`config.mk`:
```
export PLATFORM = sky130hd
export DESIGN_NAME = tdm_mux_scan
export DESIGN_NICKNAME = d
export VERILOG_FILES = /design/src/rtl/tdm_mux_scan.sv
export SDC_FILE = /design/constraint.sdc
export NUM_CORES = 1
export LEC_CHECK = 0
export ABC_AREA = 1
export ABC_CLOCK_PERIOD_IN_PS = 4750
export CELL_PAD_IN_SITES_DETAIL_PLACEMENT = 1
export CELL_PAD_IN_SITES_GLOBAL_PLACEMENT = 1
export CORE_ASPECT_RATIO = 0.75
export CORE_MARGIN = 2
export CORE_UTILIZATION = 25
export DETAILED_ROUTE_END_ITERATION = 8
export PLACE_DENSITY = 0.7
export SKIP_LAST_GASP = 1
export SLEW_MARGIN = 20
export SYNTH_ARGS = -nofsm -noshare
export SYNTH_HDL_FRONTEND = slang
export SYNTH_SLANG_ARGS = --single-unit
```
`constraint.sdc`:
```
create_clock -name clk -period 4.75 [get_ports clk]
set_clock_uncertainty 0.1 [all_clocks]
set_input_delay 0.475 -clock clk [delete_from_list [all_inputs] [get_ports clk]]
set_output_delay 0.475 -clock clk [all_outputs]
set_load 0.02 [all_outputs]
```
`src/rtl/tdm_mux_scan.sv`:
```
// Registered N-channel multiplexer with a valid/ready output stage.
// Emits one beat from a selected channel (manual) or one beat per enabled mask channel (scan).
module tdm_mux_scan #(
  parameter int N_CH  = 8,
  parameter int W     = 1,
  parameter int SEL_W = 3
) (
  input  logic              clk,
  input  logic              rst,
  input  logic [N_CH*W-1:0] in_data,
  input  logic              mode,
  input  logic [SEL_W-1:0]  sel,
  input  logic [N_CH-1:0]   ch_mask,
  input  logic              start,
  output logic [W-1:0]      out_data,
  output logic [SEL_W-1:0]  out_ch,
  output logic              out_valid,
  input  logic              out_ready,
  output logic              busy,
  output logic              done,
  output logic              err
);

  localparam logic [0:0] ST_IDLE = 1'b0;
  localparam logic [0:0] ST_XFER = 1'b1;

  localparam logic [SEL_W:0] N_CH_L = (SEL_W+1)'(N_CH);

  logic [0:0]       state_q, state_d;
  logic             mode_q, mode_d;
  logic [N_CH-1:0]  mask_q, mask_d;
  logic [W-1:0]     out_data_q, out_data_d;
  logic [SEL_W-1:0] out_ch_q, out_ch_d;
  logic             done_q, done_d;
  logic             err_q, err_d;

  logic [N_CH-1:0]  pick_src;
  logic [N_CH-1:0]  pick_onehot;
  logic [SEL_W-1:0] pick_idx;
  logic             pick_found;
  logic [SEL_W-1:0] load_idx;
  logic [W-1:0]     load_data;

  // A new scan picks from the live ch_mask; a running scan picks from the latched remainder.
  assign pick_src = (state_q == ST_IDLE) ? ch_mask : mask_q;

  // NOTE: every variable assigned in an always_comb gets a default first, so no latch is inferred.
  always_comb begin
    pick_found  = 1'b0;
    pick_idx    = '0;
    pick_onehot = '0;
    for (int c = N_CH - 1; c >= 0; c--) begin
      if (pick_src[c]) begin
        pick_found  = 1'b1;
        pick_idx    = SEL_W'(c);
        pick_onehot = '0;
        pick_onehot[c] = 1'b1;
      end
    end
  end

  assign load_idx = (state_q == ST_IDLE && !mode) ? sel : pick_idx;

  always_comb begin
    load_data = '0;
    for (int c = 0; c < N_CH; c++) begin
      if (load_idx == SEL_W'(c)) load_data = in_data[c*W +: W];
    end
  end

  always_comb begin
    state_d    = state_q;
    mode_d     = mode_q;
    mask_d     = mask_q;
    out_data_d = out_data_q;
    out_ch_d   = out_ch_q;
    done_d     = 1'b0;
    err_d      = 1'b0;
    case (state_q)
      ST_IDLE: begin
        if (start) begin
          mode_d = mode;
          if (!mode) begin
            if ({1'b0, sel} < N_CH_L) begin
              out_data_d = load_data;
              out_ch_d   = load_idx;
              state_d    = ST_XFER;
            end else begin
              err_d = 1'b1;
            end
          end else begin
            mask_d = ch_mask;
            if (pick_found) begin
              out_data_d = load_data;
              out_ch_d   = load_idx;
              mask_d     = pick_src & ~pick_onehot;
              state_d    = ST_XFER;
            end else begin
              done_d = 1'b1;
            end
          end
        end
      end
      default: begin
        if (out_ready) begin
          if (mode_q && pick_found) begin
            out_data_d = load_data;
            out_ch_d   = load_idx;
            mask_d     = pick_src & ~pick_onehot;
          end else begin
            state_d = ST_IDLE;
            done_d  = 1'b1;
          end
        end
      end
    endcase
  end

  // NOTE: sequential state is updated with non-blocking assignments only.
  always_ff @(posedge clk or posedge rst) begin
    if (rst) begin
      state_q    <= ST_IDLE;
      mode_q     <= 1'b0;
      mask_q     <= '0;
      out_data_q <= '0;
      out_ch_q   <= '0;
      done_q     <= 1'b0;
      err_q      <= 1'b0;
    end else begin
      state_q    <= state_d;
      mode_q     <= mode_d;
      mask_q     <= mask_d;
      out_data_q <= out_data_d;
      out_ch_q   <= out_ch_d;
      done_q     <= done_d;
      err_q      <= err_d;
    end
  end

  assign out_data  = out_data_q;
  assign out_ch    = out_ch_q;
  assign out_valid = (state_q == ST_XFER);
  assign busy      = (state_q == ST_XFER);
  assign done      = done_q;
  assign err       = err_q;

endmodule

```
# After elaboration in Yosys (flattened, before gate mapping)
# Cells that the tools add are included.
[word_totals] reg_bits=15 in_bits=24 output_inout_bits=8 word_cells=92
[classes] n_eq_ne=10 mux=64 bitwise=3 n_reduce_logical=9
[op_table] operator="8-bit two-way mux" count=15
[op_table] operator="3-bit two-way mux" count=15
[op_table] operator="1-bit two-way mux" count=34
[op_table] operator="3-bit == test (second input constant)" count=4
[op_table] operator="8-bit bitwise AND" count=1
[op_table] operator="8-bit inverter" count=1
[op_table] operator="4-bit AND reduction" count=2
[op_table] operator="3-bit by 2-bit == test with 1-bit output (second input constant)" count=2
[op_table] operator="2-bit nonzero test" count=2
[op_table] operator="3-bit by 1-bit == test with 1-bit output (second input constant)" count=1
[op_table] operator="3-bit logical NOT" count=1
[op_table] operator="3-bit by 1-bit inequality test with 1-bit output (second input constant)" count=1
[op_table] operator="1-bit logical AND" count=2
[op_table] operator="2-bit by 1-bit inequality test with 1-bit output (second input constant)" count=1
[op_table] operator="2-bit inequality test (second input constant)" count=1
[op_table] operator="2-bit AND reduction" count=1
[op_table] operator="1-bit logical NOT" count=1
[op_table] operator="1-bit inverter" count=1

# Logic depth before layout (Yosys ltp)
# Gate-level depths: netlist of the first run.
[logic_depth] word_depth=23 ltp_mapped=16 depth_no_buf=15

# Worst setup path after synthesis of the first run
# OpenSTA, ideal clock, no wires.
[synth_path] path_type="register to register" startpoint="reg state_q, in the netlist busy" endpoint="reg out_data_q, in the netlist out_data" setup_ns=0.117 t_arrival_ns=1.617 required_ns=4.533 path_slack_ns=2.916 path_stages_with_launch=17 n_path_buf=1 period_less_slack_ns=1.834 path_cell_list="dfrtp_1 > inv_2 > buf_6 > nand2_2 > nand2_2 > nor2_4 > nand2_1 > nand2_1 > nand2_2 > nand2_2 > nand2_1 > nand2_1 > inv_1 > nand2_1 > nand3_1 > nand3_1 > nand2_1"
[synth_between] elab_chain_len=23 word_cells_on_any_way=48 classes_between="10 x eq/ne; 32 x mux; 1 x bitwise; 5 x reduce/logical"
[synth_lines] item="start, declared" line_no="29" rtl="logic [0:0] state_q, state_d;"
[synth_lines] item="start signal, assigned" line_no="130" rtl="state_q <= state_d;"
[synth_lines] item="8-bit two-way mux" line_no="45" rtl="assign pick_src = (state_q == ST_IDLE) ? ch_mask : mask_q;"
[synth_lines] item="3-bit two-way mux (8 in series)" line_no="53" rtl="if (pick_src[c]) begin"
[synth_lines] item="3-bit two-way mux" line_no="62" rtl="assign load_idx = (state_q == ST_IDLE && !mode) ? sel : pick_idx;"
[synth_lines] item="3-bit logical NOT" line_no="67" rtl="if (load_idx == SEL_W'(c)) load_data = in_data[c*W +: W];"
[synth_lines] item="1-bit two-way mux (8 in series)" line_no="67"
[synth_lines] item="1-bit two-way mux" line_no="93" rtl="if (pick_found) begin"
[synth_lines] item="1-bit two-way mux" line_no="83" rtl="if (!mode) begin"
[synth_lines] item="1-bit two-way mux" line_no="81" rtl="if (start) begin"
[synth_lines] item="1-bit two-way mux" line_no="79" rtl="case (state_q)"
[synth_lines] item="end signal, assigned" line_no="133" rtl="out_data_q <= out_data_d;"
[synth_lines] item="end, declared" line_no="32" rtl="logic [W-1:0] out_data_q, out_data_d;"
# Several ways; a longest one is shown, not always the timed one. The select of a mux whose other input is x is not followed.
# A chain may end at the register's enable or synchronous reset.

# Final worst setup path of the first run
[layout_path] startpoint="reg state_q, in the netlist busy" endpoint="reg mask_q[6]"
[layout_between] elab_chain_len=14 word_cells_on_any_way=30 classes_between="2 x eq/ne; 22 x mux; 2 x bitwise; 4 x reduce/logical"
[layout_lines] item="8-bit two-way mux" line_no="45"
[layout_lines] item="8-bit two-way mux (7 in series)" line_no="53"
[layout_lines] item="8-bit inverter" line_no="96, 109"
[layout_lines] item="8-bit bitwise AND" line_no="96, 109"
[layout_lines] item="8-bit two-way mux" line_no="93"
[layout_lines] item="8-bit two-way mux" line_no="83"
[layout_lines] item="8-bit two-way mux" line_no="81"
[layout_lines] item="8-bit two-way mux" line_no="79"
[layout_lines] item="end signal, assigned" line_no="132" rtl="mask_q <= mask_d;"
[layout_lines] item="end, declared" line_no="31" rtl="logic [N_CH-1:0] mask_q, mask_d;"
# Several ways; a longest one is shown, not always the timed one. The select of a mux whose other input is x is not followed.

==> results.cfg, run 1 <==
[outcome]
outcome = finished clean

[global_routing]
grt_usage_pct = 13.5
globalRouteOverflowTotal = 0
first_pass_grt_wire_length_mm = 5.00
vias_in_the_first_global_route = 1047
grt_max_degree = 16
number_of_antenna_violations_at_the_first_check_in_global_routing = 0

[setup_path]
timing.critical_path.to_type = flip-flop
critical_path.max_fanout = 15
worstSetupPathType = flip-flop to flip-flop
critPathLaunchType = flip-flop
cp.arrival_ns = 2.54
critPathRequiredTime_ns = 4.79

[clock_network]
clockBufferDepth = 2
cts.sinks = 15
cts_root_buffer = sky130_fd_sc_hd__clkbuf_8
cts.clk_slew.worst_paths_ns = 0.06
cts_hold_repair.buffers = 0
cts.repair_timing.setup_buffer_count = 0
cts_tree = yes
cts.repair.resized = 0
clock_tree.htree_level_count = 1
worstSkewPairLatency_ns = 0.25
cts-buffers-inserted = 3

[layout]
layout_cell_area_excl_fill_sq_um = 1460
postLayoutCoreUtil_pct = 35.5
antenna-diode-count = 0
area.growth.synth_to_final_pct = 34.0
layout.cells.most_common_list = sky130_fd_sc_hd__nand2_1, sky130_fd_sc_hd__clkdlybuf4s50_1, sky130_fd_sc_hd__inv_1
layout.cells.most_common = sky130_fd_sc_hd__nand2_1
drive_gt1_share_pct = 11.4
nNetsFinal = 218

[power]
cellLeakagePower_nw = 0.729
peakVddDrop_mv = 0.163
comb_power_share_pct = 62.8
internal_power_w = 0.000441
totalPowerFinal_w = 0.000882
relative_contribution_of_the_clock_network_to_total_power_pct = 12.0
power.share.sequential_pct = 25.2
netSwitchingFraction_pct = 50.0
power_switching_w = 0.000441
total_power_per_unit_cell_area_nw_per_um2 = 603

[sta]
finalHoldViolations = 0
clock.fmax_mhz = 400
worst_pin_slew_ns = 0.607
maxSlewViolCount = 0
max_slew_margin_pct = 59.5
min_period_over_period_pct = 52.6
rsz0062_at_grt = no
finalSetupTns_ns = 0
report.final.setup_viol = 0
finalCriticalPeriod_ns = 2.50

[floorplanning]
die_w_um = 80.3
initial_utilization_pct = 26.5
floorplan.die_area_sq_um = 4920
area_of_the_core_sq_um = 4130
floorplan.rows = 20
chipHeight_um = 61.2
ios = 32

[logic_synthesis]
post_synth_main_area_contributors = sky130_fd_sc_hd__dfrtp_1, sky130_fd_sc_hd__nand2_1, sky130_fd_sc_hd__inv_1
post_synth_instance_area_sq_um = 1090
syn-num-nets = 188
synthDistinctLibCells = 26
fraction_of_post_synthesis_cell_area_in_the_top_cell_type_by_area_pct = 34.4
synth_edf_count = 0
syn_area_per_cell_sq_um = 6.66
yosysWarningCount = 0
synth-main-ff-cell = sky130_fd_sc_hd__dfrtp_1
synthesis.instances = 164
netlist.top_cell.by_area = sky130_fd_sc_hd__dfrtp_1
asyncSetResetFlopFracSynth_pct = 100
yosysSeqAreaShare_pct = 34.4
postSynthRegisterBits = 15

[placed_design]
routabilityCongestion = 0.784
numPortBuffers = 30
dpl_cell_area_sq_um = 1420
post-dp-hpwl_mm = 2.41

[route]
detailroute.via_count = 1059
drc = 0
drt_pass1_iterations = 4
sum_of_routed_wire_length_over_all_layers_mm = 2.94
vias_per_cell = 4.27
drtAntennaViolNets = 0
drt-initial-drc-count = 46
post_drt_wl_per_cell_um = 11.9

[worst_hold_path]
timing.hold.worst.class = flip-flop to flip-flop

[flow_run]
maxcap_viol_count = 0
==> Yosys cell counts, types with 2 or more instances <==
library cell and n:
sky130_fd_sc_hd__nand2_1 63, sky130_fd_sc_hd__inv_1 25, sky130_fd_sc_hd__dfrtp_1 15, sky130_fd_sc_hd__nand2_2 8
sky130_fd_sc_hd__o21ai_0 7, sky130_fd_sc_hd__nor2_1 6, sky130_fd_sc_hd__o21ai_1 6, sky130_fd_sc_hd__nand3_1 4
sky130_fd_sc_hd__nand3b_1 4, sky130_fd_sc_hd__inv_2 3, sky130_fd_sc_hd__nor2_4 3, sky130_fd_sc_hd__a21oi_1 2
sky130_fd_sc_hd__buf_4 2, sky130_fd_sc_hd__buf_6 2, sky130_fd_sc_hd__nor2_2 2, sky130_fd_sc_hd__o31ai_1 2
==> sequential cells by signal (all words and copies together) (netlist names) <==
register and flops:
busy 1, done 1, mask_q 8, mode_q 1, out_ch 3, out_data 1
==> layout make-up <==
type / count / area, sq um
Clock buffer: 4 / 45.0
Fill cell: 542 / 2670
Inverter: 28 / 105
Multi-Input combinational cell: 116 / 569
Sequential cell: 15 / 375
Tap cell: 55 / 68.8
Timing Repair Buffer: 30 / 300
==> worst paths after layout <==
kind / from / slack [ns] / cells after the start / endpoint
worst min-delay path: mask_q[2]$_DFFE_PP0P_ / 0.38 / 2 / mask_q[2]$_DFFE_PP0P_
worst min register to register: mask_q[2]$_DFFE_PP0P_ / 0.38 / 2 / mask_q[2]$_DFFE_PP0P_
min in group asynchronous: rst / 0.50 / 2 / busy$_DFF_PP0_
worst max register to register: busy$_DFF_PP0_ / 2.25 / 11 / mask_q[6]$_DFFE_PP0P_
worst max-delay path: busy$_DFF_PP0_ / 2.25 / 11 / mask_q[6]$_DFFE_PP0P_
max in group asynchronous: rst / 3.66 / 2 / out_ch[1]$_DFFE_PP0P_
==> per-stage QoR <==
stage | hold slack [ns] | worst slack [ns] | instances
detailed placement | 0.373 | 2.28 | 244
finish | 0.384 | 2.25 | 248
CTS | 0.388 | 2.26 | 248
floorplan | 0.276 | 2.92 | 164
global route | 0.421 | 1.98 | 248
global placement | 0.374 | 2.38 | 244
==> power groups by stage <==
| stage | combinational (W) | sequential [W] | clock (W) |
|---|---|---|---|
| after floorplan | 0.000405 | 0.000234 | 0 |
| after global placement | 0.000554 | 0.000222 | 0 |
| after detailed placement | 0.000560 | 0.000224 | 0 |
| after CTS | 0.000563 | 0.000222 | 0.000111 |
| after global routing | 0.000637 | 0.000230 | 0.000117 |
| final | 0.000554 | 0.000222 | 0.000106 |
==> worst max-delay path: stages, from the launching register on <==
cell	delay (ns)
sky130_fd_sc_hd__dfrtp_1	0.68
sky130_fd_sc_hd__inv_2	0.26
sky130_fd_sc_hd__nand2_1	0.11
sky130_fd_sc_hd__nand2_1	0.10
sky130_fd_sc_hd__nor2_1	0.23
sky130_fd_sc_hd__nand2_2	0.15
sky130_fd_sc_hd__nor2_4	0.17
sky130_fd_sc_hd__nor2_4	0.06
sky130_fd_sc_hd__o21ai_4	0.27
sky130_fd_sc_hd__inv_2	0.11
sky130_fd_sc_hd__nand3_1	0.09
sky130_fd_sc_hd__o21ai_1	0.06
==> layer usage <==
layer	vias up	routed length (um)	track usage [%]
met5	-	0	0
met4	0	13	2.18
met3	2	139	4.25
met2	20	1200	19.8
met1	476	1590	19.9
li1	561	-	-
==> logic make-up after synthesis <==
logic type             count (synthesis)  share of synthesized area, %
AO/OA/AOI/OAI                         22                          12.7
buffers and inverters                 33                          13.5
flip-flops                            15                          34.4
other                                  1                         0.343
AND/OR/NAND/NOR                       93                          39.1
No activity file was read; power rests on OpenSTA's default activity.
==> run 2, diff against run 1 <==
--- a/config.mk
+++ b/config.mk
@@ -6,14 +6,14 @@
 export NUM_CORES = 1
 export LEC_CHECK = 0
 export ABC_AREA = 1
-export ABC_CLOCK_PERIOD_IN_PS = 4750
+export ABC_CLOCK_PERIOD_IN_PS = 2200
 export CELL_PAD_IN_SITES_DETAIL_PLACEMENT = 1
 export CELL_PAD_IN_SITES_GLOBAL_PLACEMENT = 1
 export CORE_ASPECT_RATIO = 0.75
 export CORE_MARGIN = 2
 export CORE_UTILIZATION = 25
 export DETAILED_ROUTE_END_ITERATION = 8
-export PLACE_DENSITY = 0.7
+export PLACE_DENSITY = 0.72
 export SKIP_LAST_GASP = 1
 export SLEW_MARGIN = 20
 export SYNTH_ARGS = -nofsm -noshare
==> constraint.sdc (replaced) <==
create_clock -name clk -period 2.2 [get_ports clk]
set_clock_uncertainty 0.1 [all_clocks]
set_input_delay 0.22 -clock clk [delete_from_list [all_inputs] [get_ports clk]]
set_output_delay 0.22 -clock clk [all_outputs]
set_load 0.02 [all_outputs]
==> results.cfg, run 2 (synthesis results as in run 1) <==
[outcome]
outcome = finished clean

[sta]
rsz0062_at_grt = no
max_slew_margin_pct = 57.5
maxSlewViolCount = 0
worst_pin_slew_ns = 0.637
clock.fmax_mhz = 500
finalHoldViolations = 0
fin_hold_ws_ns = 0.260
min_period_over_period_pct = 90.9
finalCriticalPeriod_ns = 2.00
report.final.setup_viol = 0
finalSetupTns_ns = 0

[route]
sum_of_routed_wire_length_over_all_layers_mm = 3.03
vias_per_cell = 4.33
detailroute.via_count = 1100
post_drt_wl_per_cell_um = 11.9
drc = 0
drt_pass1_iterations = 4
drt-initial-drc-count = 69
drtAntennaViolNets = 0

[setup_path]
critPathTopFamily = simple AND/OR/NAND/NOR gates
most_frequent_cell_on_the_critical_path = sky130_fd_sc_hd__nand2_1
number_of_buffer_and_inverter_stages_on_the_critical_path = 2
cpPeakStageDelay_ns = 0.42
critPathLaunchType = flip-flop
timing.critical_path.to_type = flip-flop
critical_path.max_fanout = 6
cpMaxStageDelayCell = sky130_fd_sc_hd__dfrtp_1
critPathRequiredTime_ns = 2.26
crit_path_cells = buf_4 > nand2_1 > nand2_1 > nor2_1 > nand2_2 > nor2_4 > nor2_4 > o21ai_4 > buf_4 > nand2_1 > o31ai_1
cp.arrival_ns = 2.06
worstSetupPathType = flip-flop to flip-flop

[floorplanning]
ios = 32
floorplan.rows = 20
area_of_the_core_sq_um = 4130
die_w_um = 80.3
initial_utilization_pct = 26.5
floorplan.die_area_sq_um = 4920
chipHeight_um = 61.2

[clock_network]
worstSkewPairLatency_ns = 0.25
cts_tree = yes
cts_root_buffer = sky130_fd_sc_hd__clkbuf_8
clock_tree.htree_level_count = 1
cts-buffers-inserted = 3
cts.sinks = 15
clockBufferDepth = 2
cts.clk_slew.worst_paths_ns = 0.07

[worst_hold_path]
timing.hold.worst.class = input port to asynchronous set/reset pin

[global_routing]
first_pass_grt_wire_length_mm = 5.15
vias_in_the_first_global_route = 1073
globalRouteOverflowTotal = 0
grt_max_degree = 16
grt_usage_pct = 13.7
number_of_antenna_violations_at_the_first_check_in_global_routing = 0

[placed_design]
post-dp-hpwl_mm = 2.46
routabilityCongestion = 0.816
numPortBuffers = 30

[layout]
nNetsFinal = 224
area.growth.synth_to_final_pct = 38.4
layout.cells.most_common = sky130_fd_sc_hd__nand2_1
drive_gt1_share_pct = 14.1
layout.cells.most_common_list = sky130_fd_sc_hd__nand2_1, sky130_fd_sc_hd__clkdlybuf4s50_1, sky130_fd_sc_hd__inv_1
antenna-diode-count = 0
number_of_flip_flops_under_the_largest_register_name = 8
max_flop_register = mask_q

[power]
power_switching_w = 0.000984
power.share.sequential_pct = 22.4
internal_power_w = 0.00102
netSwitchingFraction_pct = 49.1
peakVddDrop_mv = 0.391
relative_contribution_of_the_clock_network_to_total_power_pct = 11.5
cellLeakagePower_nw = 0.758
total_power_per_unit_cell_area_nw_per_um2 = 1320
comb_power_share_pct = 66.0

[flow_run]
maxcap_viol_count = 0
-- run 2: per-layer routing --
metal / track usage, % / vias to the layer above / wire, um
met3: 3.23 / 2 / 131
li1: - / 569 / -
met1: 19.7 / 508 / 1570
met5: 0 / - / 0
met4: 2.18 / 0 / 14
met2: 21.7 / 21 / 1310
-- run 2: final timing paths --
kind	start	endpoint	slack (ns)	cells past startpoint
max	busy$_DFF_PP0_	mask_q[4]$_DFFE_PP0P_	0.20	11
min	rst	busy$_DFF_PP0_	0.26	2
max reg2reg	busy$_DFF_PP0_	mask_q[4]$_DFFE_PP0P_	0.20	11
min reg2reg	out_data$_DFFE_PP0P_	out_data$_DFFE_PP0P_	0.38	2
max in group asynchronous	rst	mask_q[1]$_DFFE_PP0P_	1.33	2
min in group clk	out_data$_DFFE_PP0P_	out_data$_DFFE_PP0P_	0.38	2
-- run 2: power by group through the flow --
stage	Combinational (W)	Sequential [W]	Clock, W
after CTS	0.00134	0.000446	0.000239
after global placement	0.00131	0.000448	0
after floorplan	0.000874	0.000505	0
after detailed placement	0.00133	0.000450	0
final	0.00132	0.000449	0.000231
after global routing	0.00150	0.000463	0.000250
-- run 2: timing repair --
item,in CTS,in global routing
setup buffers,0,0
hold buffers,0,0
endpoints found under the hold margin,0,0
resized for setup,0,2
setup endpoints to repair,0,1
-- run 2: cell type report --
cell class	instances	area (sq um)
flip-flops and latches	15	375
multi-input cells	116	569
repair buffers	36	345
well taps	55	68.8
fillers	532	2620
inverters	28	108
clock buffers	4	45.0
-- run 2: per-stage QoR --
step,utilization [%],worst slack [ns],total power [W],cells,instance area [sq um]
after global routing,36.6,0.0123,0.00222,254,1510
final,36.6,0.201,0.00200,254,1510
after detailed placement,35.5,0.104,0.00178,250,1460
after global placement,35.5,0.152,0.00176,250,1460
after floorplan,-,0.366,0.00138,164,1090
after CTS,36.5,0.189,0.00203,254,1510
